## src/rtl/rf_write_arbiter.sv

```systemverilog
// Two-requester write-port arbiter for the register file: one-entry holding
// buffer per requester, round-robin drain into a registered write strobe.
module rf_write_arbiter #(
  parameter int DATA_WIDTH = 32,
  parameter int ADDR_WIDTH = 5
) (
  input  logic                  clk,
  input  logic                  reset,
  input  logic                  req0_valid,
  input  logic [ADDR_WIDTH-1:0] req0_addr,
  input  logic [DATA_WIDTH-1:0] req0_data,
  output logic                  req0_ready,
  input  logic                  req1_valid,
  input  logic [ADDR_WIDTH-1:0] req1_addr,
  input  logic [DATA_WIDTH-1:0] req1_data,
  output logic                  req1_ready,
  output logic                  rf_write_en,
  output logic [15:0]           rf_write_address,
  output logic [DATA_WIDTH-1:0] rf_write_data,
  output logic                  rf_grant_id,
  input  logic [ADDR_WIDTH-1:0] read_address_0,
  input  logic [ADDR_WIDTH-1:0] read_address_1,
  output logic                  hazard_0,
  output logic                  hazard_1,
  output logic                  idle
);

  // Handshake: a request transfers on a rising edge where valid and ready are
  // both high; the requester must hold addr/data stable while valid && !ready.

  logic                  full_0, full_1;
  logic [ADDR_WIDTH-1:0] addr_0, addr_1;
  logic [DATA_WIDTH-1:0] data_0, data_1;
  logic                  last_grant;
  logic                  grant_0, grant_1;
  logic                  accept_0, accept_1;

  // last_grant resets to 1 so the first tie goes to req0.
  always_comb begin
    grant_0 = full_0 && (!full_1 || last_grant);
    grant_1 = full_1 && (!full_0 || !last_grant);
  end

  assign req0_ready = !full_0 || grant_0;
  assign req1_ready = !full_1 || grant_1;
  assign accept_0   = req0_valid && req0_ready;
  assign accept_1   = req1_valid && req1_ready;

  always_ff @(posedge clk or posedge reset) begin
    if (reset) begin
      full_0     <= 1'b0;
      full_1     <= 1'b0;
      addr_0     <= '0;
      addr_1     <= '0;
      data_0     <= '0;
      data_1     <= '0;
      last_grant <= 1'b1;
    end else begin
      if (accept_0) begin
        full_0 <= 1'b1;
        addr_0 <= req0_addr;
        data_0 <= req0_data;
      end else if (grant_0) begin
        full_0 <= 1'b0;
      end
      if (accept_1) begin
        full_1 <= 1'b1;
        addr_1 <= req1_addr;
        data_1 <= req1_data;
      end else if (grant_1) begin
        full_1 <= 1'b0;
      end
      if (grant_0 || grant_1) begin
        last_grant <= grant_1;
      end
    end
  end

  always_ff @(posedge clk or posedge reset) begin
    if (reset) begin
      rf_write_en      <= 1'b0;
      rf_write_address <= '0;
      rf_write_data    <= '0;
      rf_grant_id      <= 1'b0;
    end else begin
      rf_write_en <= grant_0 || grant_1;
      if (grant_0) begin
        rf_write_address <= 16'(addr_0);
        rf_write_data    <= data_0;
        rf_grant_id      <= 1'b0;
      end else if (grant_1) begin
        rf_write_address <= 16'(addr_1);
        rf_write_data    <= data_1;
        rf_grant_id      <= 1'b1;
      end
    end
  end

  // A write stays hazardous until the cycle after its strobe, when the
  // register file already holds the new value.
  always_comb begin
    hazard_0 = (full_0 && addr_0 == read_address_0) ||
               (full_1 && addr_1 == read_address_0) ||
               (rf_write_en && rf_write_address[ADDR_WIDTH-1:0] == read_address_0);
    hazard_1 = (full_0 && addr_0 == read_address_1) ||
               (full_1 && addr_1 == read_address_1) ||
               (rf_write_en && rf_write_address[ADDR_WIDTH-1:0] == read_address_1);
  end

  assign idle = !full_0 && !full_1 && !rf_write_en;

endmodule
```

## config.mk

```make
export PLATFORM = sky130hd
export DESIGN_NAME = rf_write_arbiter
export DESIGN_NICKNAME = d
export VERILOG_FILES = /design/src/rtl/rf_write_arbiter.sv
export SDC_FILE = /design/constraint.sdc
export NUM_CORES = 1
export LEC_CHECK = 0
export ABC_AREA = 1
export CAP_MARGIN = 25
export CORE_MARGIN = 8
export CORE_UTILIZATION = 44
export CTS_CLUSTER_DIAMETER = 40
export DETAILED_ROUTE_END_ITERATION = 16
export PLACE_DENSITY = 0.75
export SYNTH_ARGS = -nofsm -noshare
export SYNTH_HDL_FRONTEND = slang
export SYNTH_SLANG_ARGS = --single-unit
```

## constraint.sdc

```tcl
create_clock -name clk -period 3.8 [get_ports clk]
set_clock_uncertainty 0.15 [all_clocks]
set_input_delay 0.76 -clock clk [delete_from_list [all_inputs] [get_ports clk]]
set_output_delay 0.76 -clock clk [all_outputs]
set_load 0.01 [all_outputs]
```

* Word level (Yosys, flattened, before mapping) *
Index checks and enable logic that the tools add are counted.

cells by class
  equal/unequal tests = 6
  multiplexer cells = 10
  reduce and logical (&&, ||, !) cells = 28

operator list
  operator            number
  2-to-1 mux 32 bit   2
  2-to-1 mux 16 bit   2
  == test 5 bit       6
  logical AND 1 bit   12
  logical OR 1 bit    9
  2-to-1 mux 1 bit    6
  nonzero test 2 bit  3
  logical NOT 1 bit   4

storage, ports and cells
  register bits = 127
  output and inout port bits = 55
  logic and storage cells = 55

* Depth between registers and ports, before layout *
Gate-level depths: netlist (run 1).

  depth after elaboration = 6
  depth in mapped cells = 7

* Worst setup path before layout (run 1) *
OpenSTA, ideal clock, no wires.

  path kind = in2out
  start = input port read_address_1[3]
  end = output port hazard_1
  arrival time = 1.168 ns
  data required time = 2.890 ns
  slack = 1.722 ns
  stages = 6
  path buffers = 0
  cells stage by stage = inv_1 nand2_1 nand2_1 nor2_1 nand3_1 nand3_1

on the way
  cells in the longest elaborated chain, start to end = 4
  elaborated cells on any way between the ends = 8
  classes of those cells = eq/ne (3); reduce/logical (5)

ends and longest elaborated chain
  what                                         line      source
  start, declared                              22        input logic [ADDR_WIDTH-1:0] read_address_1,
  == test 5 bit, on equally long branches      105, 106
  logical AND 1 bit, on equally long branches  105, 106
  logical OR 1 bit                             105       hazard_1 = (full_0 && addr_0 == read_address_1) ||
  logical OR 1 bit *                           106       (full_1 && addr_1 == read_address_1) ||
  end, declared                                24        output logic hazard_1,

Mark *: on every way between the ends. The rest lies on a longest branch, timed or not.

* Worst setup path after layout (run 1) *
Same ends and word-level chain as after synthesis.

==> results.md, run 1 <==
* Status: finished, final reports clean
* CTS clk-pin slew, worst paths at roughly 50 ps
* Max VDD drop at 354 µV
* Cell variety after synth at 22
* Post-detailed-route wirelength per cell at approximately 16 µm
* Initial Util at 44.9%
* Largest family of logic cells by synthesized area: simple AND/OR/NAND/NOR gates
* Fin nets at 873
* Crit end category: primary output
* Worst EP required at 2890 ps
* Fin crit period at 3260 ps
* Hold-fix buffers at CTS at 0
* Top Ports at ~140
* Hold crit path type: reg -> reg
* Ranking of synthesized cells by area: dfrtp_1, nand2_1, nand3_1
* Crit path buf inv count at 3
* Post-synthesis mux area share at 0%
* Crit-path slowest cell: clkdlybuf4s50_1
* Vias in the first global route at 5180
* ANT cells at 0
* Max-cap violations at 0
* Fin. Hold Viols at 0
* IO buf count at 131
* R2R Path Start: full_1
* Vert. Die Dim at between 100 and 150 µm
* Compound-Gate Fraction of Synth Area at 3.95%
* Gpl congestion at 0.857
* Async S/R FF share, synth at 100%
* TNS Setup at 0 ps
* Seq cells post-synth at 116
* CP startpoint: read_address_1[3]
* Setup Buffers After CTS at 0
* R2R Path End: addr_1[1]
* CTS Sinks at 116
* Pwr dens at about 740 nW/µm²
* Router iterations before antenna repair at 5
* Lkg Pwr at 0.00361 µW
* CTS resizes at 0
* Hold_ws at 322 ps
* Largest net degree at the start of global routing at roughly 120
* Total track usage at 19.6%
* Cells on worst reg2reg path at 5
* Share of cells above drive strength 1 at around 6.3%
* Most frequent cells in the layout: nand2_1, clkdlybuf4s50_1, nand3_1
* Fmax at 307 MHz
* Htree depth at 4
* Post-route ant nets at 0
* Syn_area_per_cell at around 8 µm²
* Cell accounting for the most synthesized area: dfrtp_1
* Synthesis-to-layout area growth at 34.9%
* Die width at between 100 and 150 µm
* TritonCTS Buffers at 17
* Measured slew at the worst slew-check pin at 979 ps
* Startpoint types: input port
* Overall power at 5400 µW
* Remaining DRCs at 0
* HPWL Detailed at just over 10000 µm
* Vias per inst at 5.21
* CP cell instances: clkdlybuf4s50_1 -> inv_1 -> nand2_1 -> nand2_1 -> nor2_1 -> nand3_1 -> nand3_1 -> clkdlybuf4s50_1
* Kind of critical path: in -> out
* WP data arrival at between 2000 and 2500 ps
* Final period utilization at 85.8%
* DR vias at 4928
* Drt first-iter violations at ~450
* First-pass GRT wire length at 25500 µm
* Slew Limit Fails at 0
* CTS Root Cell: clkbuf_16
* Synthesized area at about 5400 µm²
* Total grt overflow at 0
* Crit path largest cell delay at 550 ps
* Die ar. at 16100 µm²
* Adder-cell share of the synthesized area at 0%
* XOR/XNOR Fraction of Synth Area at 0%
* DP Area at 6670 µm²
* CTS Buffer Depth at 2
* Post-synth EDFFs at 0
* Most common cell after layout, fill and taps aside: nand2_1
* Core area at between 10000 and 15000 µm²
* Worst skew pair latency at 400 ps
* Synth top area share at 53.4%
* Ys Warns at 0
* Sequential area share after synthesis at 53.9%
* RSZ-0062 raised after global routing: false
* Maximum fanout along the worst path at 4
* Crit path max-delay family: buffers and inverters
* Reg2Reg Setup Slack at 1460 ps
* CTS tree: done
* Final setup violation count at 0
* Max transition margin at 34.5%
* Final Util at 60.6%
* Most used flip-flop cell after synthesis: dfrtp_1
* Final cell area excluding filler cells at 7270 µm²
* HP Start: data_1[19]
* Routed Wire Length at 15400 µm
* Hold EP: data_1[19]
* Number of core rows at 40
* Initial antenna violation count at 0
* Simple-Gate Fraction of Synth Area at between 30% and 40%
* Gate Count Post-Synth at 666
* Hold Crit Depth at 2
## stage by stage
stage / cells / worst slack (ps)
floorplan: 676 / 1480
global placement: 912 / 536
detailed placement: 913 / 562
CTS: 945 / 551
global route: 945 / 377
finish: 945 / 538
## synth_stat cells (3+ instances only)
library cell and instances:
a21oi_1 16, o211ai_2 3, buf_1 6, buf_6 7
nand3_1 119, buf_2 10, dfrtp_1 115, o221ai_1 3
nand2_1 273, o21ai_0 3, nor2_1 41, o211ai_1 5
inv_1 32, buf_4 23
## power by group
part / total, µW / internal [µW] / switching, µW
sequential: 1980 / 1670 / 311
clock: 1600 / 1040 / 555
combinational: 1820 / 800 / 1020
## kinds of logic after synthesis
family | Yosys count
AO/OA/AOI/OAI | 31
other | 1
AND/OR/NAND/NOR | 437
buffers and inverters | 81
flip-flops | 116
## tightest hold or removal path: cells and delay by family, from the launching register on
kind / cells / cell delay [ps]
flops: 1 / 340
simple gates: 2 / 100
## routing by layer
layer | routed length [µm] | GRT usage, % | part of all wire (%) | up-vias
met5 | 0 | 0 | 0 | -
met4 | 121 | 5.32 | 0.79 | 0
met3 | 1200 | 5.95 | 7.8 | 12
met2 | 7240 | 31.9 | 47 | 206
met1 | 6810 | 24.9 | 44 | 2372
li1 | - | - | - | 2338
## how the worst max path moves through the flow
stage                endpoint  cells past startpoint
floorplan           addr_0[0]                      1
global placement     hazard_1                      8
detailed placement   hazard_0                      8
CTS                  hazard_0                      8
global route         hazard_0                      8
finish               hazard_1                      8
## final cells by class
cell class / instances / area, µm²
Sequential cell: 116 / 2900
Clock inverter: 13 / 158
Clock buffer: 19 / 443
Timing Repair Buffer: 137 / 1380
Fill cell: 1085 / 4740
Multi-Input combinational cell: 479 / 2070
Inverter: 34 / 131
Tap cell: 147 / 184
## sequential cells by signal, summed over array words and instances (netlist names)
| register | count |
|---|---|
| data_0 | 32 |
| data_1 | 32 |
| rf_write_data | 32 |
| addr_0 | 5 |
| addr_1 | 5 |
| rf_write_address | 5 |
| full_0 | 1 |
| full_1 | 1 |
| last_grant | 1 |
| rf_grant_id | 1 |
| rf_write_en | 1 |
No activity file was read; power rests on OpenSTA's default activity.
==> run 2, diff against run 1 <==
- CORE_MARGIN: 8 -> 4
- SLEW_MARGIN: default -> 40
==> run 2 against run 1 <==
  * Critical path depth did not move
  * Clock-buffer cell count rose by 5
  * Via count rose by 0.81%
  * Cell count rose by 0.11%
  * Critical path type unchanged
  * Highest routed layer unchanged
==> results.md, run 2 (synthesis results as in run 1) <==
* Status: finished, final reports clean
* CTS Buffer Depth at 2
* Number of core rows at 40
* HP Start: data_1[18]
* Final worst slack at ~380 ps
* ANT cells at 0
* Uppermost layer routed: met4
* Reg power frac at 34.7%
* Worst skew pair latency at 410 ps
* TritonCTS Buffers at 17
* Maximum fanout along the worst path at 4
* Vias per inst at between 5 and 6
* Pwr dens at 772 nW/µm²
* Post-route ant nets at 0
* Switching Share at 32.8%
* DR vias at 4968
* Gpl congestion at between 0.8 and 0.9
* Max VDD drop at 364 µV
* Crit-path slowest cell: clkdlybuf4s50_1
* TNS Setup at 0 ps
* Router iterations before antenna repair at 5
* Fin nets at 874
* Combinational power share at 31.9%
* Share of cells above drive strength 1 at 6.13%
* Die width at 119 µm
* Measured slew at the worst slew-check pin at around 670 ps
* Remaining DRCs at 0
* Post-detailed-route wirelength per cell at 16.1 µm
* Routed Wire Length at 15300 µm
* Hold-fix buffers at CTS at 0
* HPWL Detailed at 9870 µm
* Top Ports at 143
* CP cell instances: clkdlybuf4s50_1 -> inv_1 -> nand2_1 -> nand2_1 -> nor2_1 -> nand3_1 -> nand3_1 -> clkdlybuf4s50_1
* First-pass GRT wire length at 25400 µm
* Vert. Die Dim at approximately 120 µm
* CTS resizes at 0
* Htree depth at 4
* Fin. Hold Viols at 0
* Worst EP required at 2890 ps
* R2R Path Start: full_1
* Slew Limit Fails at 0
* RSZ-0062 raised after global routing: false
* Reg2Reg Setup Slack at 1510 ps
* Max transition margin at 55.1%
* Drt first-iter violations at 392
* Core area at 12000 µm²
* Post-Place Worst Slack at around 400 ps
* Lkg Pwr at 0.00367 µW
* Fmax at 292 MHz
* CP startpoint: read_address_0[3]
* Largest net degree at the start of global routing at 75
* WP data arrival at 2510 ps
* Met3 Routed Length at around 1100 µm
* Met1 wire length at 6560 µm
* Fin crit period at 3420 ps
* Vias in the first global route at approximately 5000
* CTS Root Cell: clkbuf_16
* Initial Util at 44.9%
* Startpoint types: input port
* Setup Buffers After CTS at 0
* Crit path largest cell delay at roughly 570 ps
* Max-cap violations at 0
* Initial antenna violation count at 0
* Biggest regs: data_0 x32, data_1 x32, rf_write_data x32
* Total track usage at 22.6%
* Int Pwr at about 3800 µW
* CTS tree: done
* IO buf count at 131
* Switch Pwr at 1870 µW
* Kind of critical path: in -> out
* CTS Sinks at 116
* Clk pwr share at 33.4%
* Hold crit path type: reg -> reg
* CTS clk-pin slew, worst paths at 50 ps
* Met2 Routed Length at about 7000 µm
* Most common cell after layout, fill and taps aside: nand2_1
* Die ar. at 14100 µm²
* Crit end category: primary output
* Synthesis-to-layout area growth at 37.1%
* Final setup violation count at 0
* Final period utilization at between 90% and 100%
* Most frequent cells in the layout: nand2_1, clkdlybuf4s50_1, nand3_1
* Total grt overflow at 0
* Fillers at between 1000 and 1500
-- run 2: cell types whose count changed in the layout (fill, tap and decap cells not counted), sizes merged --
cell | previous run | this run
buf | 6 | 7
clkinv | 5 | 0
clkinvlp | 5 | 2
bufinv | 3 | 7
clkbuf | 19 | 24
inv | 34 | 33
-- run 2: critical path: cells and delay by family --
family,cells,cell delay (ps)
buf+inv,3,1240
simple gates,5,510
-- run 2: final cells by class --
class	instances	area (µm²)	share of cell area, %
flip-flops and latches	116	2900	39.3
multi-input cells	479	2080	28.1
repair buffers	138	1380	18.7
clock buffers	24	492	6.65
clock inverters	8	218	2.95
well taps	147	184	2.49
inverters	34	131	1.78
-- run 2: power groups by stage --
| stage | Clock (µW) | Combinational (µW) | Sequential, µW |
|---|---|---|---|
| floorplan | 0 | 1030 | 1980 |
| global placement | 0 | 1770 | 1980 |
| detailed placement | 0 | 1820 | 1980 |
| CTS | 1930 | 1840 | 1980 |
| global route | 1980 | 2020 | 2030 |
| finish | 1900 | 1820 | 1980 |
-- run 2: through the flow --
stage	util [%]	hold WS, ps	total power (µW)	std cells	area, µm²
finish	61.5	318	5700	946	7390
global route	61.5	340	6040	946	7390
CTS	61.5	322	5750	946	7390
detailed placement	55.6	309	3800	914	6680
global placement	55.4	304	3750	913	6660
floorplan	-	292	3010	676	5430
-- run 2: per-layer routing --
metal / vias up / GRT usage, %
met5: - / 0
met4: 0 / 9.49
met3: 36 / 5.26
met2: 225 / 36.3
met1: 2371 / 29.5
li1: 2336 / -
-- run 2: worst paths after layout --
kind                               endpoint  cells past startpoint
min in group asynchronous  rf_write_data[4]                      2
hold reg to reg                  data_1[18]                      2
setup reg to reg                  addr_0[3]                      4
hold / removal                   data_1[18]                      2
max in group asynchronous        last_grant                      3
setup / recovery                   hazard_0                      8
==> run 3, diff against run 2 <==
- HOLD_SLACK_MARGIN: default -> 0.08
==> results of run 3 <==
No change in the layout: final DEF, timing and power equal those of run 2.
